## src/rtl/gate_arbiter.sv

```systemverilog
// Shared-barrier lane controller: arbitrates entry/exit requests, blocks
// entry at capacity, and sequences the barrier through raise/open/lower.
//
// Ports:
//   clk, reset            : clock, synchronous active-high reset
//   entry_req, exit_req   : debounced loop-presence levels
//   carIn, carOut         : one-cycle passage-complete pulses
//   occupancy             : current car count from the counter
//   barrier_up/down       : motor commands (registered, never both high)
//   lane_dir              : 00 none, 01 entry granted, 10 exit granted
//   full                  : combinational occupancy >= CAPACITY
//   timeout_err           : one-cycle pulse when the open hold expires
module gate_arbiter #(
    parameter int CNT_W          = 3,
    parameter int CAPACITY       = 7,
    parameter int MOVE_CYCLES    = 25_000_000,
    parameter int TIMEOUT_CYCLES = 250_000_000
) (
    input  logic             clk,
    input  logic             reset,
    input  logic             entry_req,
    input  logic             exit_req,
    input  logic             carIn,
    input  logic             carOut,
    input  logic [CNT_W-1:0] occupancy,
    output logic             barrier_up,
    output logic             barrier_down,
    output logic [1:0]       lane_dir,
    output logic             full,
    output logic             timeout_err
);

    localparam int MAXC = (MOVE_CYCLES > TIMEOUT_CYCLES) ?
                          MOVE_CYCLES : TIMEOUT_CYCLES;
    localparam int TW = $clog2(MAXC + 1);

    localparam logic [TW-1:0]    MOVE_LD = TW'(MOVE_CYCLES - 1);
    localparam logic [TW-1:0]    HOLD_LD = TW'(TIMEOUT_CYCLES - 1);
    localparam logic [TW-1:0]    ONE     = TW'(1);
    localparam logic [CNT_W-1:0] CAP     = CNT_W'(CAPACITY);

    localparam logic [1:0] DIR_NONE  = 2'b00;
    localparam logic [1:0] DIR_ENTRY = 2'b01;
    localparam logic [1:0] DIR_EXIT  = 2'b10;

    typedef enum logic [1:0] {
        IDLE,
        RAISE,
        OPEN,
        LOWER
    } state_t;

    state_t          r_state;
    logic [TW-1:0]   r_timer;
    logic            r_last_exit;
    logic            r_up;
    logic            r_down;
    logic [1:0]      r_lane_dir;
    logic            r_timeout_err;

    logic            w_full;
    logic            w_entry_ok;
    logic            w_exit_ok;
    logic            w_grant_exit;
    logic            w_pass;
    logic            w_tdone;

    assign w_full     = (occupancy >= CAP);
    assign w_entry_ok = entry_req & ~w_full;
    assign w_exit_ok  = exit_req;

    // Exit wins when it is the only candidate, or on a tie when the
    // previous grant went to entry (round-robin).
    assign w_grant_exit = w_exit_ok & (~w_entry_ok | ~r_last_exit);

    // Only the pulse matching the latched grant closes the barrier.
    assign w_pass  = r_lane_dir[1] ? carOut : carIn;
    assign w_tdone = (r_timer == '0);

    always_ff @(posedge clk) begin
        if (reset) begin
            r_state       <= IDLE;
            r_timer       <= '0;
            r_last_exit   <= 1'b1;
            r_up          <= 1'b0;
            r_down        <= 1'b0;
            r_lane_dir    <= DIR_NONE;
            r_timeout_err <= 1'b0;
        end else begin
            r_timeout_err <= 1'b0;
            unique case (r_state)
                IDLE: begin
                    if (w_entry_ok | w_exit_ok) begin
                        r_state     <= RAISE;
                        r_timer     <= MOVE_LD;
                        r_last_exit <= w_grant_exit;
                        r_lane_dir  <= w_grant_exit ? DIR_EXIT : DIR_ENTRY;
                        r_up        <= 1'b1;
                    end
                end
                RAISE: begin
                    if (w_tdone) begin
                        r_state <= OPEN;
                        r_timer <= HOLD_LD;
                        r_up    <= 1'b0;
                    end else begin
                        r_timer <= r_timer - ONE;
                    end
                end
                OPEN: begin
                    // A pass in the final hold cycle beats the timeout.
                    if (w_pass | w_tdone) begin
                        r_state       <= LOWER;
                        r_timer       <= MOVE_LD;
                        r_down        <= 1'b1;
                        r_timeout_err <= ~w_pass;
                    end else begin
                        r_timer <= r_timer - ONE;
                    end
                end
                LOWER: begin
                    if (w_tdone) begin
                        r_state    <= IDLE;
                        r_down     <= 1'b0;
                        r_lane_dir <= DIR_NONE;
                    end else begin
                        r_timer <= r_timer - ONE;
                    end
                end
                default: begin
                    r_state <= IDLE;
                end
            endcase
        end
    end

    assign barrier_up   = r_up;
    assign barrier_down = r_down;
    assign lane_dir     = r_lane_dir;
    assign full         = w_full;
    assign timeout_err  = r_timeout_err;

endmodule

```

## config.mk

```make
export PLATFORM = sky130hd
export DESIGN_NAME = gate_arbiter
export DESIGN_NICKNAME = d
export VERILOG_FILES = /design/src/rtl/gate_arbiter.sv
export SDC_FILE = /design/constraint.sdc
export NUM_CORES = 1
export LEC_CHECK = 0
export ABC_AREA = 1
export CAP_MARGIN = 20
export CORE_ASPECT_RATIO = 0.6
export CORE_MARGIN = 2
export CORE_UTILIZATION = 45
export DETAILED_ROUTE_END_ITERATION = 12
export GPL_TIMING_DRIVEN = 0
export SLEW_MARGIN = 20
export SYNTH_ARGS = -nofsm -noshare
export SYNTH_HDL_FRONTEND = slang
export SYNTH_SLANG_ARGS = --single-unit
```

## constraint.sdc

```tcl
create_clock -name clk -period 5.4 [get_ports clk]
set_clock_uncertainty 0.1 [all_clocks]
set_input_delay 0.54 -clock clk [delete_from_list [all_inputs] [get_ports clk]]
set_output_delay 0.54 -clock clk [all_outputs]
set_load 0.02 [all_outputs]
```

==> impl_metrics.yaml <==
global_route:
  grt_usage_pct: 25.9
  grt_pass1_vias: 2230
  antenna_found_initial: 1
  grt_start_max_net_pins: 11
  grt_pass1_wl_um: 12100
  overflow: 0
power_and_ir_drop:
  leakagePower_nw: 1.27
  p_per_area_nw_per_um2: 531
  ir_drop_uv: 288
yosys:
  synth.area.top_cells: "dfxtp_1 (29%), nand2_1 (14%), nor2_1 (12%)"
  synth_ff_type: "dfxtp_1"
  synth_area_um2: 2520
  synth_area_leader_cell: "dfxtp_1"
  synth.most_common_cell: "nand2_1"
  ys.warnings.count: 0
  ys_seq_elements: 36
  synth_commonest_cells: "nand2_1 (93), nor2_1 (78), inv_1 (47), nand3_1 (42), dfxtp_1 (36)"
  syn_nets: 431
  synth_top_area_share_pct: 28.5
  yosysUniqueCellTypes: 28
  synthCells: 415
  synth_edf_count: 0
  async_flop_share_pct: 0
  ys_seq_area_share_pct: 28.5
  syn_avg_cell_area_um2: 6.08
sta:
  period_needed_ns: 2.39
  holdWs_ns: 0.364
  finalHoldViolCount: 0
  fin_tns_setup_ns: 0
  rsz0062_at_grt: "false"
  worst_slew_pin_slew_ns: 0.664
  fmax_mhz: 418
  final-setup-viol-count: 0
  setup_ws_ns: 3.01
  timing.final.crit_share_pct: 44.3
  drv_slew: 0
  slew_headroom_pct: 55.4
worst_setup_path:
  critPathLaunchType: "input port"
  crit_path_end_kind: "output port"
  setup.worst_path.start: "occupancy[2]"
  reg2reg_depth: 10
  r2r-start: "r_state[0]$_SDFFE_PP0P_"
  crit_type: "in -> out"
  cp.arrival_ns: 1.75
  cp.required_ns: 4.76
  crit_path_max_fanout: 2
route:
  ant_nets: 0
  route.met2.wl_um: 2660
  top_layer: "met4"
  routedWlPerCell_um: 15.1
  drcViolationCount: 0
  via_count: 2643
  vias_per_cell: 5.26
  first_pass_iters: 5
  drt_wl_total_um: 7580
  met1_length_um: 4120
  dr_wl_met3_um: 677
  initialDrtViolationCount: 257
clock_tree:
  insertion_delay_ns: 0.29
  cts_resized: 0
  cts_sinks: 36
  cts_root_buf: "clkbuf_8"
  numCtsBuffers: 5
  htreeDepth: 2
  hold_buffers: 0
  cts_tree: "done"
  clockBufferDepth: 2
  clk_pin_slew_worst_paths_ns: 0.06
  post_cts_buffers: 0
die:
  dieHeight_um: 62.0
  io_pins: 15
  core_um2: 5490
  start_util_pct: 46.0
  dieArea_um2: 6250
  row_count: 21
  die_w_um: 101
placed_design:
  io_buffers: 13
  dp_hpwl_um: 5930
  preCtsSetupSlack_ns: 3.00
  place_congestion: 0.951
worst_hold_path:
  hp-class: "reg -> reg"
  hp-start: "barrier_down$_SDFFE_PP0P_"
  whs_path_depth: 2
final_layout:
  multi_input_area_um2: 1570
  drive_above_1_share_pct: 7.62
  postLayoutCoreUtil_pct: 51.2
  diodes: 0
  ff_latch_area_um2: 721
  area_growth_pct: 11.3
  nets: 451
  nFillCells: 589
flow_run:
  drv_cap: 0
run_status:
  run_status: "completed"
==> logic make-up after synthesis <==
kind of cell | share of synthesized area, %
AOI/OAI and AO/OA | 11.3
buffers and inverters | 9.27
adders and majority gates | 3.47
DFF | 28.5
xor gates and xnor gates | 3.12
and+or+nand+nor | 44.3
==> state kept, by name, indices dropped and copies added (netlist names) <==
name	cells
barrier_down	1
r_state	2
r_last_exit	1
barrier_up	1
r_timer	28
timeout_err	1
lane_dir	2
==> area by class of cell <==
cell class	count	share of cell area, %
Multi-Input combinational cell	322	55.9
Inverter	49	6.54
Timing Repair Buffer	13	4.63
Buffer	8	1.78
Tap cell	69	3.07
Sequential cell	36	25.6
Clock buffer	5	2.45
==> through the flow <==
stage	cell area [µm²]	total power (W)	instances
final	2810	0.00149	502
after global routing	2810	0.00163	502
after CTS	2810	0.00148	502
after detailed placement	2740	0.00129	497
after global placement	2740	0.00129	497
after floorplan	2520	0.00106	415
==> routing by layer <==
metal / vias to the layer above / global-route usage [%]
met3: 15 / 5.15
met4: 0 / 5.28
met2: 97 / 33.8
met5: - / 0
met1: 1167 / 42.2
li1: 1364 / -
==> critical path: stages <==
cell and delay [ns]:
clkdlybuf4s50_1 0.46, nand3_1 0.09, inv_1 0.06, clkdlybuf4s50_1 0.60
==> power breakdown <==
part           switching [W]  internal, W
Combinational       0.000595     0.000286
Clock              0.0000958    0.0000834
Sequential         0.0000906     0.000342
==> path summary, 6_finish.rpt <==
kind / end / slack (ns)
hold / removal: barrier_down$_SDFFE_PP0P_ / 0.36
hold reg to reg: barrier_down$_SDFFE_PP0P_ / 0.36
setup / recovery: full / 3.01
setup reg to reg: r_timer[22]$_SDFFE_PP0P_ / 3.19
==> layout by cell type, fill, tap and decap left out, types with 6 or more instances in the layout <==
cell type        count
a21oi_1             27
clkdlybuf4s50_1     13
dfxtp_1             36
ha_1                 7
inv_1               47
nand2_1             93
nand3_1             42
nor2_1              78
nor2_2               9
nor3_1               6
o21ai_0             23
xnor2_1              6
Note: power is estimated with default switching activity, not from simulation.
